**src/rtl/uart_parameters.sv**
```systemverilog
// Shared UART link settings and the transmitter state encoding.
// The receiver imports the same package so both ends agree on framing.
package uart_parameters;

    localparam int CLOCK_FREQ = 50_000_000;
    localparam int BAUD_RATE  = 115_200;
    localparam int WORD_SIZE  = 8;

    function automatic int calc_bit_cycles(input int clk_hz, input int baud);
        return clk_hz / baud;
    endfunction

    localparam int BIT_CYCLES = calc_bit_cycles(CLOCK_FREQ, BAUD_RATE);

    typedef enum logic [1:0] {
        IDLE  = 2'd0,
        START = 2'd1,
        DATA  = 2'd2,
        STOP  = 2'd3
    } tx_state_t;

endpackage

```
**src/rtl/uart_baud_gen.sv**
```systemverilog
// Bit-period timer: counts clocks while enabled and flags the last clock of each bit.
// Held at zero while disabled, so every enable starts a full bit period.
module uart_baud_gen #(
    parameter int BIT_CYCLES = uart_parameters::BIT_CYCLES,
    parameter int CNT_W      = $clog2(BIT_CYCLES + 1)
) (
    input  logic clk,
    input  logic rst,
    input  logic i_enable,
    output logic o_bit_tick
);

    localparam logic [CNT_W-1:0] LAST_COUNT = CNT_W'(BIT_CYCLES - 1);

    logic [CNT_W-1:0] r_count;
    logic             w_last;

    assign w_last     = (r_count == LAST_COUNT);
    assign o_bit_tick = i_enable && w_last;

    always_ff @(posedge clk) begin
        if (rst || !i_enable) begin
            r_count <= '0;
        end else if (w_last) begin
            r_count <= '0;
        end else begin
            r_count <= r_count + 1'b1;
        end
    end

endmodule

```
**src/rtl/uart_transmitter.sv**
```systemverilog
// UART transmitter: one-word holding register feeding an MSB-first shift register,
// framed as start bit, WORD_SIZE data bits, stop bit.
//
// state | meaning
// IDLE  | line high, waiting for a held word
// START | driving the start bit (0)
// DATA  | driving shift MSB, bit index counts up
// STOP  | driving the stop bit (1), frame_done on its last clock
module uart_transmitter #(
    parameter int WORD_SIZE  = uart_parameters::WORD_SIZE,
    parameter int CLOCK_FREQ = uart_parameters::CLOCK_FREQ,
    parameter int BAUD_RATE  = uart_parameters::BAUD_RATE
) (
    input  logic                 clk,
    input  logic                 rst,
    input  logic                 tx_valid,
    input  logic [WORD_SIZE-1:0] tx_data,
    output logic                 tx_ready,
    output logic                 tx,
    output logic                 busy,
    output logic                 frame_done
);

    import uart_parameters::*;

    localparam int BIT_CYCLES = CLOCK_FREQ / BAUD_RATE;
    localparam int IDX_W      = (WORD_SIZE > 1) ? $clog2(WORD_SIZE) : 1;
    localparam logic [IDX_W-1:0] LAST_IDX = IDX_W'(WORD_SIZE - 1);

    tx_state_t            r_state;
    logic [WORD_SIZE-1:0] r_hold;
    logic                 r_hold_full;
    logic [WORD_SIZE-1:0] r_shift;
    logic [IDX_W-1:0]     r_bit_idx;
    logic                 r_tx;
    logic                 r_busy;

    logic                 w_bit_tick;
    logic                 w_accept;
    logic                 w_load;
    logic                 w_baud_en;
    logic [WORD_SIZE-1:0] w_shift_next;

    uart_baud_gen #(
        .BIT_CYCLES (BIT_CYCLES)
    ) u_baud_gen (
        .clk        (clk),
        .rst        (rst),
        .i_enable   (w_baud_en),
        .o_bit_tick (w_bit_tick)
    );

    assign tx_ready     = !r_hold_full;
    assign w_accept     = tx_valid && !r_hold_full;
    assign w_baud_en    = (r_state != IDLE);
    assign w_shift_next = r_shift << 1;
    // The shifter only takes the held word when idle or at the very end of a stop bit.
    assign w_load       = r_hold_full &&
                          ((r_state == IDLE) || ((r_state == STOP) && w_bit_tick));

    assign tx         = r_tx;
    assign busy       = r_busy;
    assign frame_done = (r_state == STOP) && w_bit_tick;

    always_ff @(posedge clk) begin
        if (rst) begin
            r_hold      <= '0;
            r_hold_full <= 1'b0;
        end else if (w_accept) begin
            r_hold      <= tx_data;
            r_hold_full <= 1'b1;
        end else if (w_load) begin
            r_hold_full <= 1'b0;
        end
    end

    // tx and busy are registered, so each branch sets them for the state being entered.
    always_ff @(posedge clk) begin
        if (rst) begin
            r_state   <= IDLE;
            r_shift   <= '0;
            r_bit_idx <= '0;
            r_tx      <= 1'b1;
            r_busy    <= 1'b0;
        end else begin
            case (r_state)
                IDLE: begin
                    r_tx   <= 1'b1;
                    r_busy <= 1'b0;
                    if (w_load) begin
                        r_shift <= r_hold;
                        r_state <= START;
                        r_tx    <= 1'b0;
                        r_busy  <= 1'b1;
                    end
                end
                START: begin
                    if (w_bit_tick) begin
                        r_state   <= DATA;
                        r_bit_idx <= '0;
                        r_tx      <= r_shift[WORD_SIZE-1];
                    end
                end
                DATA: begin
                    if (w_bit_tick) begin
                        if (r_bit_idx == LAST_IDX) begin
                            r_state <= STOP;
                            r_tx    <= 1'b1;
                        end else begin
                            r_shift   <= w_shift_next;
                            r_tx      <= w_shift_next[WORD_SIZE-1];
                            r_bit_idx <= r_bit_idx + 1'b1;
                        end
                    end
                end
                STOP: begin
                    if (w_bit_tick) begin
                        if (w_load) begin
                            r_shift <= r_hold;
                            r_state <= START;
                            r_tx    <= 1'b0;
                        end else begin
                            r_state <= IDLE;
                            r_tx    <= 1'b1;
                            r_busy  <= 1'b0;
                        end
                    end
                end
                default: begin
                    r_state <= IDLE;
                    r_tx    <= 1'b1;
                    r_busy  <= 1'b0;
                end
            endcase
        end
    end

endmodule

```
**config.mk**
```make
export PLATFORM = sky130hd
export DESIGN_NAME = uart_transmitter
export DESIGN_NICKNAME = d
export VERILOG_FILES = /design/src/rtl/uart_parameters.sv /design/src/rtl/uart_baud_gen.sv /design/src/rtl/uart_transmitter.sv
export SDC_FILE = /design/constraint.sdc
export NUM_CORES = 1
export LEC_CHECK = 0
export CAP_MARGIN = 10
export CELL_PAD_IN_SITES_DETAIL_PLACEMENT = 0
export CELL_PAD_IN_SITES_GLOBAL_PLACEMENT = 1
export CORE_ASPECT_RATIO = 1.2
export CORE_MARGIN = 5
export CORE_UTILIZATION = 43
export DETAILED_ROUTE_END_ITERATION = 10
export GPL_TIMING_DRIVEN = 1
export PLACE_DENSITY_LB_ADDON = 0.1
export SLEW_MARGIN = 20
export SYNTH_ARGS = -nofsm -noshare
export SYNTH_HDL_FRONTEND = slang
export SYNTH_SLANG_ARGS = --single-unit
```
**constraint.sdc**
```tcl
create_clock -name clk -period 2.4 [get_ports clk]
set_input_delay 0.6 -clock clk [delete_from_list [all_inputs] [get_ports clk]]
set_output_delay 0.6 -clock clk [all_outputs]
set_load 0.05 [all_outputs]
```
## Yosys cells after proc, flatten, opt, wreduce, memory -nomap -nowiden

Index checks and enable logic that the tools add are counted.

- Add/subtract/negate cells: 2
- Equal/unequal tests: 12
- Multiplexer cells: 28
- Reductions and logical operators: 20

Operators by type and width:

| operator | count |
|---|---|
| 8-bit two-way mux | 4 |
| 8-bit one-hot mux with 3 select lines | 1 |
| 2-bit inequality test (second input constant) | 7 |
| 1-bit two-way mux | 11 |
| 2-bit two-way mux | 5 |
| 9-bit by 1-bit adder with 9-bit output (second input constant) | 1 |
| 9-bit equality test (second input constant) | 1 |
| 3-bit two-way mux | 3 |
| 2-bit one-hot mux with 4 select lines | 1 |
| 4-bit AND reduction | 2 |
| 2-bit nonzero test | 4 |
| 3-bit one-hot mux with 2 select lines | 1 |
| 3-bit AND reduction | 2 |
| 5-bit AND reduction | 1 |
| 2-bit equality test (second input constant) | 2 |
| 1-bit logical AND | 4 |
| 1-bit one-hot mux with 4 select lines | 1 |
| 3-bit by 1-bit adder with 3-bit output (second input constant) | 1 |
| 3-bit equality test (second input constant) | 1 |
| 3-bit nonzero test | 1 |
| 2-bit by 1-bit equality test with 1-bit output (second input constant) | 1 |
| 1-bit zero test | 2 |
| 2-bit zero test | 1 |
| 1-bit logical OR | 2 |
| 2 further kinds | 2 |

- Bits in registers: 33
- Input port bits: 11
- Logic and storage cells: 70

## Depth between registers and ports, before layout

- Depth after elaboration: 8
- Gate-level depth with buffers: 8
- Mapped depth without buffers: 6

## By module

Synthesis repeated with hierarchy kept, for this count alone.

- Cell total of the unflattened synthesis: 185
- Area total of the unflattened synthesis: 1661.6 um2

By module, submodules not included:

| module | instances | cells an instance | area each (um2) |
|---|---|---|---|
| uart_transmitter | 1 | 138 | 1239.9 |
| uart_baud_gen | 1 | 47 | 421.7 |

## Worst setup path before layout

No wires, ideal clock.

- Kind: register to output
- Start point: reg r_state[0]
- End point: out frame_done
- Data arrival time: 2532 ps
- Required time: 1800 ps
- Setup slack: -732 ps
- Cell stages (with the launch flop): 5
- Cells stage by stage: dfxtp_1 -> inv_1 -> ha_1 -> clkbuf_1 -> nor4b_1

- Word-level cells in the longest chain between the ends: 3

Ends and longest elaborated chain:

| what | line | RTL |
|---|---|---|
| start: declaration | uart_transmitter.sv:30 | `tx_state_t r_state;` |
| start signal: assignment | uart_transmitter.sv:80 | `r_state <= IDLE;` |
| start signal: assignment | uart_transmitter.sv:92 | `r_state <= START;` |
| start signal: assignment | uart_transmitter.sv:99 | `r_state <= DATA;` |
| 2-bit nonzero test | uart_transmitter.sv:55 | `assign w_baud_en = (r_state != IDLE);` |
| 1-bit logical AND | uart_baud_gen.sv:19 | `assign o_bit_tick = i_enable && w_last;` |
| 1-bit logical AND * | uart_transmitter.sv:63 | `assign frame_done = (r_state == STOP) && w_bit_tick;` |
| end: declaration | uart_transmitter.sv:21 | `output logic frame_done` |

Every way passes the cells marked *; elsewhere a longest branch is shown, timed or not.

## Worst setup path after layout

- Start point: reg u_baud_gen.r_count[0]
- End point: out frame_done

- Word-level cells in the longest chain between the ends: 3

Ends and longest elaborated chain:

| what | line | RTL |
|---|---|---|
| start: declaration | uart_baud_gen.sv:15 | `logic [CNT_W-1:0] r_count;` |
| start signal: assignment | uart_baud_gen.sv:27 | `r_count <= r_count + 1'b1;` |
| 9-bit equality test | uart_baud_gen.sv:18 | `assign w_last = (r_count == LAST_COUNT);` |
| 1-bit logical AND | uart_baud_gen.sv:19 |  |
| 1-bit logical AND | uart_transmitter.sv:63 |  |

No other way between the ends.

==> summary.md <==
| Metric | Value |
|---|---|
| Clock tree from TritonCTS | yes |
| Average via count per standard cell | 5.10 |
| Final TNS setup | 0 ns |
| DIE HEIGHT | between 70 and 80 um |
| Final cell count without fillers | 245 |
| Number of warnings printed during yosys synthesis | 0 |
| CTS buffer count | 5 |
| Data required time of the worst path | 1.80 ns |
| Largest net degree at the start of global routing | 23 |
| Count of filler cells inserted in the layout | 340 |
| Number of remaining DRC errors | 0 |
| Post-synthesis sequential area ratio | 40.5% |
| Number of synthesized register bits | 33 |
| Starting utilization of the core area | 44.5% |
| Placeable Area | 0.00366 sq mm |
| CTS max path bufs | 2 |
| HPWL after detailed placement | 2.40 mm |
| Leading cell types by total area after synthesis | sky130_fd_sc_hd__dfxtp_1 (41%), sky130_fd_sc_hd__mux2i_1 (9.2%), sky130_fd_sc_hd__ha_1 (6.9%) |
| Period utilisation layout | 93.1% |
| Per-instance average area after synthesis | 9.37 sq um |
| Post-CTS setup buffer count | 0 |
| DP Cell Count | 237 |
| IO Port Bufs | 14 |
| Final-report max-slew violation count | 0 |
| Antenna Nets Post-Route | 0 |
| Clock-pin slew of the registers on the worst-case setup and hold paths | around 0.06 ns |
| Clock tree root buffer cell | sky130_fd_sc_hd__clkbuf_8 |
| Final hold vios | 0 |
| Outcome | finished, final reports clean |
| Latest clock arrival within the worst-skew pair | around 0.28 ns |
| Cell count after synthesis | approximately 170 |
| Top-level I/O count | 15 |
| Worst VDD drop | 451 uV |
| Post-synthesis cell type count | 39 |
| Number of global-route vias before repair | 1253 |
| Final-report setup violation count | 0 |
| Classification of the worst setup path | reg2out |
| Number of DRC markers after the initial detailed-route iteration | 63 |
| Overall die width | 66.2 um |
| Number of antenna violations at the first check in global routing | 0 |
| Worst-Margin Slew | 0.551 ns |
| Number of max-cap violations | 0 |
| Nature of the critical path endpoint | primary output |
| Number of gates resized after CTS | 0 |
| Path type of the worst min-delay path | reg2reg |
| Post-cts hold buffer count | 0 |
| Critical path data arrival time | 1.63 ns |
| Final core utilization | 54.4% |
| H-tree depth | 2 |
| Router iterations before antenna repair | 4 |
| Max Fclk | 448 MHz |
| Clock Sink Count | 33 |
| Syn_nets | 194 |
| Area of the die | 0.00513 sq mm |
| Setup repair after global routing missed its margin | no |
| Global-route wire length before repair | 5.77 mm |
| Highest net fanout along the worst path | 7 |
| Site Rows | 24 |
| Synthesized cell area | 0.00163 sq mm |
| Share of cells above drive strength 1 | 11.4% |
| Total power density per cell area | 1050 mW/mm^2 |
| Portion of synthesized cell area occupied by the leading cell type | 40.5% |
| Tot GR Track Use | between 10% and 20% |
| Leakage power | 0.772 nW |
| Startpoint type of the worst setup path | flip-flop |
| Maximum clock skew at final layout | 0.00584 ns |
| Total number of vias | 1249 |
| WL per Instance | 13.7 um |
| Yosys top cell by area | sky130_fd_sc_hd__dfxtp_1 |
| Final net count | around 210 |
| GRT Residual Overflow | 0 |
| Last weighted congestion value of the routability-driven placer | 0.791 |
| Relative slew slack | 63.2% |
| Area Growth Syn to Fin | 22.3% |
| Final critical delay including setup and external delays | approximately 2.2 ns |
| Diodes inserted | 0 |
| Wire length reported by the detailed router | 3.35 mm |
flip-flops by register name, summed over array words and instances (netlist names):
signal / cells
u_baud_gen.r_count: 9
r_hold: 8
r_shift: 8
r_bit_idx: 3
r_state: 2
busy: 1
r_hold_full: 1
tx: 1
synth_stat cells:
| library cell | number |
|---|---|
| sky130_fd_sc_hd__a2111oi_2 | 1 |
| sky130_fd_sc_hd__nor2b_1 | 4 |
| sky130_fd_sc_hd__o31a_1 | 1 |
| sky130_fd_sc_hd__buf_6 | 1 |
| sky130_fd_sc_hd__a211oi_1 | 7 |
| sky130_fd_sc_hd__a221o_1 | 1 |
| sky130_fd_sc_hd__inv_1 | 8 |
| sky130_fd_sc_hd__a311oi_1 | 1 |
| sky130_fd_sc_hd__nor4b_1 | 1 |
| sky130_fd_sc_hd__nand3b_1 | 2 |
| sky130_fd_sc_hd__buf_2 | 3 |
| sky130_fd_sc_hd__mux2i_1 | 15 |
| sky130_fd_sc_hd__ha_1 | 9 |
| sky130_fd_sc_hd__nand2_1 | 5 |
| sky130_fd_sc_hd__o21ai_0 | 3 |
| sky130_fd_sc_hd__nand3_1 | 6 |
| sky130_fd_sc_hd__and3_1 | 4 |
| sky130_fd_sc_hd__clkbuf_1 | 6 |
| sky130_fd_sc_hd__nor2_1 | 22 |
| sky130_fd_sc_hd__xnor2_1 | 5 |
| sky130_fd_sc_hd__o31ai_2 | 1 |
| sky130_fd_sc_hd__or3_4 | 1 |
| sky130_fd_sc_hd__a31oi_1 | 7 |
| sky130_fd_sc_hd__nand4_1 | 1 |
| sky130_fd_sc_hd__xor2_1 | 2 |
| sky130_fd_sc_hd__nor3_1 | 1 |
| sky130_fd_sc_hd__o221ai_1 | 1 |
| sky130_fd_sc_hd__o21bai_1 | 1 |
| sky130_fd_sc_hd__o21a_1 | 1 |
| sky130_fd_sc_hd__nand2b_1 | 6 |
| sky130_fd_sc_hd__dfxtp_1 | 33 |
| sky130_fd_sc_hd__a21oi_1 | 6 |
| sky130_fd_sc_hd__nand4b_2 | 1 |
| sky130_fd_sc_hd__nand4bb_1 | 1 |
| sky130_fd_sc_hd__or3b_1 | 1 |
| sky130_fd_sc_hd__o211a_1 | 1 |
| sky130_fd_sc_hd__o32ai_1 | 1 |
| sky130_fd_sc_hd__o31ai_1 | 2 |
| sky130_fd_sc_hd__a211oi_2 | 1 |
report_power, final:
| group | total (W) | internal (W) | switching, W | leakage (nW) |
|---|---|---|---|---|
| combinational | 0.000847 | 0.000366 | 0.000481 | 0.444 |
| sequential | 0.000714 | 0.000648 | 0.0000660 | 0.269 |
| clock | 0.000541 | 0.000338 | 0.000203 | 0.0585 |
| total | 0.00210 | 0.00135 | 0.000750 | 0.772 |
cell type report:
cell class              count  area [sq um]  area share (%)
clock buffers               7          86.3            4.33
clock inverters             1          30.0            1.51
inverters                   8          30.0            1.51
multi-input cells         123           920            46.1
flip-flops and latches     33           661            33.1
well taps                  52          65.1            3.26
repair buffers             21           203            10.2
metrics by stage:
| step | setup slack [ns] | hold WS (ns) | area (sq um) | power (W) |
|---|---|---|---|---|
| floorplan | 0.289 | 0.430 | 1650 | 0.00135 |
| global route | 0.0396 | 0.494 | 1990 | 0.00225 |
| finish | 0.165 | 0.465 | 1990 | 0.00210 |
| CTS | 0.0605 | 0.472 | 1980 | 0.00212 |
| global placement | 0.415 | 0.442 | 1860 | 0.00154 |
| detailed placement | 0.371 | 0.456 | 1860 | 0.00157 |
worst max-delay path: stages, from the launching register on:
cell and delay [ns]:
sky130_fd_sc_hd__dfxtp_1 0.37, sky130_fd_sc_hd__ha_1 0.21, sky130_fd_sc_hd__nand4b_4 0.19, sky130_fd_sc_hd__nor4b_4 0.40
sky130_fd_sc_hd__buf_12 0.18
final timing paths:
path | startpoint | to | slack (ns) | depth (start not counted)
min reg2reg | u_baud_gen.r_count[0] | u_baud_gen.r_count[0] | 0.47 | 1
max reg2reg | r_state[1] | r_state[0] | 0.33 | 6
max | u_baud_gen.r_count[0] | frame_done | 0.17 | 4
min | u_baud_gen.r_count[0] | u_baud_gen.r_count[0] | 0.47 | 1
metal layers:
layer / part of all wire, % / track usage [%]
met2: 49 / 23.2
met5: 0 / 0
met4: 1.8 / 6.71
met3: 2.6 / 3.32
met1: 46 / 18.1
layout by cell type, fill, tap and decap left out, types with 2 or more instances in the layout:
cell type | Yosys | routed
sky130_fd_sc_hd__a211oi_1 | 7 | 7
sky130_fd_sc_hd__a21oi_1 | 6 | 6
sky130_fd_sc_hd__a31oi_1 | 7 | 7
sky130_fd_sc_hd__and3_1 | 4 | 4
sky130_fd_sc_hd__buf_4 | 0 | 7
sky130_fd_sc_hd__clkbuf_8 | 0 | 6
sky130_fd_sc_hd__clkdlybuf4s50_1 | 0 | 13
sky130_fd_sc_hd__dfxtp_1 | 33 | 33
sky130_fd_sc_hd__ha_1 | 9 | 9
sky130_fd_sc_hd__inv_1 | 8 | 8
sky130_fd_sc_hd__mux2i_1 | 15 | 15
sky130_fd_sc_hd__nand2_1 | 5 | 5
sky130_fd_sc_hd__nand2b_1 | 6 | 6
sky130_fd_sc_hd__nand3_1 | 6 | 6
sky130_fd_sc_hd__nand3b_1 | 2 | 2
sky130_fd_sc_hd__nor2_1 | 22 | 22
sky130_fd_sc_hd__nor2b_1 | 4 | 4
sky130_fd_sc_hd__o21ai_0 | 3 | 3
sky130_fd_sc_hd__o31ai_1 | 2 | 2
sky130_fd_sc_hd__xnor2_1 | 5 | 5
sky130_fd_sc_hd__xor2_1 | 2 | 2
cell families after synthesis:
kind of cell    Yosys count  synth area share (%)
simple gates             56                  18.4
flops                    33                  40.5
xor+xnor                  7                  3.76
compound gates           36                  16.3
buf+inv                  18                  4.83
mux                      15                  9.21
fa+ha+maj                 9                  6.91
No activity file was read; power rests on OpenSTA's default activity.
